--- config.mk ---
export PLATFORM = sky130hd
export DESIGN_NAME = bin_to_bcd_seq
export DESIGN_NICKNAME = d
export VERILOG_FILES = /design/src/rtl/bin_to_bcd_seq.sv
export SDC_FILE = /design/constraint.sdc
export NUM_CORES = 1
export LEC_CHECK = 0
export ABC_AREA = 1
export BUFFER_PORTS_ARGS = -buffer_cell sky130_fd_sc_hd__buf_2
export CORE_ASPECT_RATIO = 2
export CORE_MARGIN = 8
export CORE_UTILIZATION = 50
export DETAILED_ROUTE_END_ITERATION = 6
export PLACE_DENSITY = 0.67
export SYNTH_ARGS = -nofsm -noshare
export SYNTH_HDL_FRONTEND = slang
export SYNTH_SLANG_ARGS = --single-unit
--- constraint.sdc ---
create_clock -name clk -period 1.9 [get_ports clk]
set_input_delay 0.095 -clock clk [delete_from_list [all_inputs] [get_ports clk]]
set_output_delay 0.095 -clock clk [all_outputs]
set_load 0.03 [all_outputs]
--- src/rtl/bin_to_bcd_seq.sv ---
`timescale 1ns/1ps
`default_nettype none
// ============================================================================
//  Module   : bin_to_bcd_seq
//  Purpose  : Sequential double-dabble binary-to-BCD converter. Converts a
//             BIN_W-bit binary value into DIGITS packed BCD digits, one
//             add-3/shift step per clock. Values above 10^DIGITS-1 saturate
//             to all nines and raise ovf.
//  Revision : 1.0 - initial release
// ----------------------------------------------------------------------------
//  Parameters
//    BIN_W   : binary input width (4..14)
//    DIGITS  : number of BCD output digits (1..4)
//  Ports
//    clk    in   1          system clock, rising edge
//    reset  in   1          asynchronous reset, active low
//    start  in   1          conversion request, sampled only in IDLE
//    bin    in   BIN_W      binary value, captured with an accepted start
//    busy   out  1          high in SHIFT and DONE
//    done   out  1          one-cycle pulse; bcd/ovf updated in this cycle
//    bcd    out  4*DIGITS   packed BCD result, digit 0 in [3:0], held
//    ovf    out  1          last converted value exceeded 10^DIGITS-1, held
// ============================================================================
module bin_to_bcd_seq #(
    parameter int BIN_W  = 14,
    parameter int DIGITS = 4
) (
    input  logic                  clk,
    input  logic                  reset,
    input  logic                  start,
    input  logic [BIN_W-1:0]      bin,
    output logic                  busy,
    output logic                  done,
    output logic [4*DIGITS-1:0]   bcd,
    output logic                  ovf
);

    // ------------------------------------------------------------------------
    // Derived constants
    // ------------------------------------------------------------------------
    function automatic int pow10(input int n);
        int r;
        r = 1;
        for (int i = 0; i < n; i++) begin
            r = r * 10;
        end
        return r;
    endfunction

    localparam int BCD_W   = 4 * DIGITS;
    localparam int SCR_W   = BCD_W + BIN_W;
    localparam int CNT_W   = $clog2(BIN_W + 1);
    localparam int MAX_VAL = pow10(DIGITS) - 1;

    localparam logic [31:0]      MAX_VAL_U = 32'(MAX_VAL);
    localparam logic [BCD_W-1:0] ALL_NINES = {DIGITS{4'h9}};
    localparam logic [CNT_W-1:0] LAST_CNT  = CNT_W'(BIN_W);

    // ------------------------------------------------------------------------
    // State encoding
    // ------------------------------------------------------------------------
    typedef enum logic [1:0] {
        ST_IDLE  = 2'd0,
        ST_SHIFT = 2'd1,
        ST_DONE  = 2'd2
    } state_t;

    state_t              state_q,    state_d;
    logic [SCR_W-1:0]    scratch_q,  scratch_d;
    logic [CNT_W-1:0]    count_q,    count_d;
    logic                ovf_pend_q, ovf_pend_d;
    logic [BCD_W-1:0]    bcd_q,      bcd_d;
    logic                ovf_q,      ovf_d;
    logic                busy_q,     busy_d;
    logic                done_q,     done_d;

    // ------------------------------------------------------------------------
    // Combinational datapath: add-3 correction on every BCD nibble of the
    // scratch register, followed by a one-bit left shift. The binary field
    // below the BCD digits passes through the correction unchanged. Each
    // nibble is corrected independently; 5..9 + 3 stays within 4 bits so no
    // carry is ever needed between nibbles.
    // ------------------------------------------------------------------------
    logic [SCR_W-1:0] w_adj;
    logic [SCR_W-1:0] w_shifted;
    logic             w_bin_over;

    assign w_adj[BIN_W-1:0] = scratch_q[BIN_W-1:0];

    for (genvar gi = 0; gi < DIGITS; gi++) begin : g_adj
        logic [3:0] w_nib;
        assign w_nib = scratch_q[BIN_W + 4*gi +: 4];
        assign w_adj[BIN_W + 4*gi +: 4] = (w_nib >= 4'd5) ? (w_nib + 4'd3) : w_nib;
    end

    // The bit shifted out of the top is always zero for in-range inputs and
    // irrelevant for out-of-range ones (the result is replaced by all nines).
    assign w_shifted = w_adj << 1;

    // Range check done once at accept time; the result is applied at DONE.
    assign w_bin_over = ({{(32-BIN_W){1'b0}}, bin} > MAX_VAL_U);

    // ------------------------------------------------------------------------
    // State and output registers
    // ------------------------------------------------------------------------
    always_ff @(posedge clk or negedge reset) begin
        if (!reset) begin
            state_q    <= ST_IDLE;
            scratch_q  <= '0;
            count_q    <= '0;
            ovf_pend_q <= 1'b0;
            bcd_q      <= '0;
            ovf_q      <= 1'b0;
            busy_q     <= 1'b0;
            done_q     <= 1'b0;
        end else begin
            state_q    <= state_d;
            scratch_q  <= scratch_d;
            count_q    <= count_d;
            ovf_pend_q <= ovf_pend_d;
            bcd_q      <= bcd_d;
            ovf_q      <= ovf_d;
            busy_q     <= busy_d;
            done_q     <= done_d;
        end
    end

    // ------------------------------------------------------------------------
    // Next-state and next-output logic
    //
    // SHIFT runs BIN_W add-3/shift steps (count 0..BIN_W-1) and then spends
    // one more cycle with count == BIN_W publishing the finished field into
    // bcd_q, which is when DONE is entered. Publishing only on that edge
    // keeps every intermediate scratch value off the bcd output. Because
    // start is not sampled in DONE, a continuously held start is accepted
    // on the edge that ends the single IDLE cycle following DONE.
    // ------------------------------------------------------------------------
    always_comb begin
        state_d    = state_q;
        scratch_d  = scratch_q;
        count_d    = count_q;
        ovf_pend_d = ovf_pend_q;
        bcd_d      = bcd_q;
        ovf_d      = ovf_q;

        case (state_q)
            ST_IDLE: begin
                if (start) begin
                    scratch_d  = {{BCD_W{1'b0}}, bin};
                    count_d    = '0;
                    ovf_pend_d = w_bin_over;
                    state_d    = ST_SHIFT;
                end
            end

            ST_SHIFT: begin
                if (count_q == LAST_CNT) begin
                    bcd_d   = ovf_pend_q ? ALL_NINES : scratch_q[SCR_W-1 -: BCD_W];
                    ovf_d   = ovf_pend_q;
                    state_d = ST_DONE;
                end else begin
                    scratch_d = w_shifted;
                    count_d   = count_q + CNT_W'(1);
                end
            end

            ST_DONE: begin
                state_d = ST_IDLE;
            end

            default: begin
                state_d = ST_IDLE;
            end
        endcase

        // Flags are derived from the next state so they are registered and
        // line up exactly with the state they describe.
        busy_d = (state_d != ST_IDLE);
        done_d = (state_d == ST_DONE);
    end

    // ------------------------------------------------------------------------
    // Outputs
    // ------------------------------------------------------------------------
    assign busy = busy_q;
    assign done = done_q;
    assign bcd  = bcd_q;
    assign ovf  = ovf_q;

endmodule
`default_nettype wire

==> results.sh <==
export IMPL_synth_cell_types=23
export IMPL_cts_setup_buffers=0
export IMPL_drt_total_wl_um=5930
export IMPL_hold_depth=3
export IMPL_antenna_found_initial=0
export IMPL_start_util_pct=51.3
export IMPL_grt_pass1_vias=2439
export IMPL_synth_area_leaders="dfrtp_1, nand2_1, inv_1, o21ai_0, nor2_1"
export IMPL_grt_total_usage_pct=15.9
export IMPL_slowest_stage="dfrtp_1"
export IMPL_setup_violations=0
export IMPL_drc=0
export IMPL_synthDominantAreaCellType="dfrtp_1"
export IMPL_cp_end_kind="flop"
export IMPL_finalPower_w=0.00562
export IMPL_holdBufCountCts=1
export IMPL_n_antenna_cell=0
export IMPL_drt_initial_drc_count=77
export IMPL_path_class="flop to flop"
export IMPL_finalMaxSlewViolations=0
export IMPL_drive_gt1_share_pct=17.4
export IMPL_ys_flop_type="dfrtp_1"
export IMPL_cts_sinks=56
export IMPL_crit_arrival_ns=1.87
export IMPL_skew_ns=0.00828
export IMPL_cts_root_buf="clkbuf_8"
export IMPL_ant_nets=0
export IMPL_status="finished clean"
export IMPL_cts_max_level=2
export IMPL_path_cells="inv_1, ha_1, nand3_2, nand2_4, nand2_2, inv_2, nand2_1, nand2_1"
export IMPL_finalSetupTns_ns=0
export IMPL_dp_slack_ns=0.258
export IMPL_rows=38
export IMPL_hold_class="primary input to flop"
export IMPL_syn2layout_area_growth_pct=12.8
export IMPL_min_delay_start="bin[0]"
export IMPL_yosysWarnings=0
export IMPL_syn_instance_count=341
export IMPL_worst_path_max_fanout=20
export IMPL_final_hold_violation_count=0
export IMPL_reg2reg_slack_ns=0.28
export IMPL_rr_startpoint="count_q[0]"
export IMPL_grt_max_degree=33
export IMPL_synth_edf_count=0
export IMPL_start_kind="flop"
export IMPL_gp_congestion=0.874
export IMPL_postSynthAreaPerCell_um2=8.16
export IMPL_cap_violations=0
export IMPL_power_leakage_nw=1.67
export IMPL_hpwl_um=4450
export IMPL_tightestPinTransition_ns=0.586
export IMPL_cp_required_ns=2.15
export IMPL_max_stage_delay_ns=0.43
export IMPL_period_share_pct=85.3
export IMPL_vias_per_cell=5.23
export IMPL_path_common_cell="nand2_1"
export IMPL_grt_first_pass_wirelength_um=10400
export IMPL_async_flop_share_pct=100
export IMPL_io_buffer_count=35
export IMPL_first_pass_iters=4
export IMPL_layout_nets=407
export IMPL_insertion_delay_ns=0.31
export IMPL_slew_headroom_pct=60.9
export IMPL_die_x_um=68.8
export IMPL_boundaryPins=36
export IMPL_gr_total_overflow=0
export IMPL_cts_resized_gates=0
export IMPL_dpl_cell_count=432
export IMPL_wl_per_cell_um=13.5
export IMPL_vias=2298
export IMPL_vdd_drop_max_mv=1.22
export IMPL_fmax_ghz=0.617
export IMPL_hold_end="scratch_q[0]"
export IMPL_fin_crit_ns=1.62
export IMPL_ys_seq_elements=56
export IMPL_die_h_um=122
export IMPL_cts_inserted_buffers=5
export IMPL_worst_r2r_path_depth=8
export IMPL_rsz0062_at_grt="no"
export IMPL_path_clk_slew_ns=0.10
export IMPL_stdcell_count=439
export IMPL_core_area_um2=5420
export IMPL_die_area_um2=8350
export IMPL_syn_area_um2=2780
export IMPL_cts_tree="yes"
export IMPL_p_per_area_nw_per_um2=1790
export IMPL_clockBufferDepth=2
export IMPL_netlist_area_leader_share_pct=50.4
export IMPL_r2r_end="scratch_q[20]"
export IMPL_setup_slack_ns=0.279
export IMPL_synth_nets=368
export IMPL_yosysSeqAreaShare_pct=50.4
-- power by group --
group	internal, W	leakage [nW]	switching [W]
logic	0.000924	0.937	0.00181
clock network	0.000379	0.0501	0.000367
registers	0.00175	0.682	0.000393
total	0.00306	1.67	0.00257
-- layout by cell type (no fill, tap or decap) --
master         instances
nand2_1               89
dfrtp_1               56
inv_1                 41
buf_2                 35
nor2_1                34
o21ai_0               27
nand3_1               24
a21oi_1               11
ha_1                  10
nor2_2                 9
nand4_1                9
o21ai_1                8
clkbuf_8               5
buf_4                  4
inv_2                  3
nand2_2                2
nand2_4                2
o22ai_1                2
buf_12                 2
nand3_2                1
nor2_8                 1
o21ai_2                1
o21a_1                 1
bufinv_16              1
dlygate4sd3_1          1
-- worst max path at each step --
stage,slack [ns],depth (start not counted),endpoint,from
6_report,0.28,8,scratch_q[20],count_q[0]
5_1_grt,0.12,8,scratch_q[20],count_q[0]
4_1_cts,0.22,8,scratch_q[20],count_q[0]
3_5_place_dp,0.26,8,scratch_q[20],count_q[0]
3_3_place_gp,0.31,8,scratch_q[20],count_q[0]
2_1_floorplan,0.47,9,bcd[8],count_q[0]
-- logic make-up (layout without fill, tap and decap cells) --
| kind of cell | after synthesis | after routing | synth area share (%) |
|---|---|---|---|
| DFF | 56 | 56 | 50.4 |
| adders and majority gates | 10 | 10 | 4.50 |
| buffers and inverters | 54 | 92 | 8.54 |
| and+or+nand+nor | 171 | 171 | 27.3 |
| AOI/OAI and AO/OA | 50 | 50 | 9.31 |
-- synth_stat cells, types with 3 or more instances --
cell type	number
buf_6	3
nor2_1	34
nand4_1	9
nand3_1	24
a21oi_1	11
inv_2	3
o21ai_0	27
nor2_2	9
nand2_1	89
inv_1	41
ha_1	10
buf_2	4
o21ai_1	8
dfrtp_1	56
-- sequential cells by signal, summed over array words and instances (netlist names) --
name        count
ovf             1
state_q         2
scratch_q      30
bcd            16
count_q         4
busy            1
done            1
ovf_pend_q      1
-- critical path, delay by kind of cell, from the launching register on --
family                     cells  cell delay [ns]
and+or+nand+nor                5             0.58
adders and majority gates      1             0.19
buffers and inverters          2             0.35
DFF                            1             0.43
-- stage by stage --
stage | util (%) | instance area [um^2] | hold slack (ns)
after floorplan | - | 2780 | -0.201
after global placement | 55.9 | 3030 | 0.131
after detailed placement | 55.9 | 3030 | 0.131
after CTS | 57.9 | 3140 | 0.0278
after global routing | 57.9 | 3140 | 0.0496
final | 57.9 | 3140 | 0.0352
-- routing by layer --
metal	wire (um)	vias to the layer above	track usage, %
met1	2310	1091	16.6
met4	160	0	6.45
met3	254	12	2.96
met5	0	-	0
met2	3210	41	29.0
li1	-	1154	-
-- cell type report --
class,count,area [um^2]
Clock buffer,5,68.8
Clock inverter,1,30.0
Fill cell,518,2280
Inverter,44,165
Multi-Input combinational cell,231,1140
Sequential cell,56,1400
Tap cell,60,75.1
Timing Repair Buffer,42,255
(Power assumes the default switching activity.)
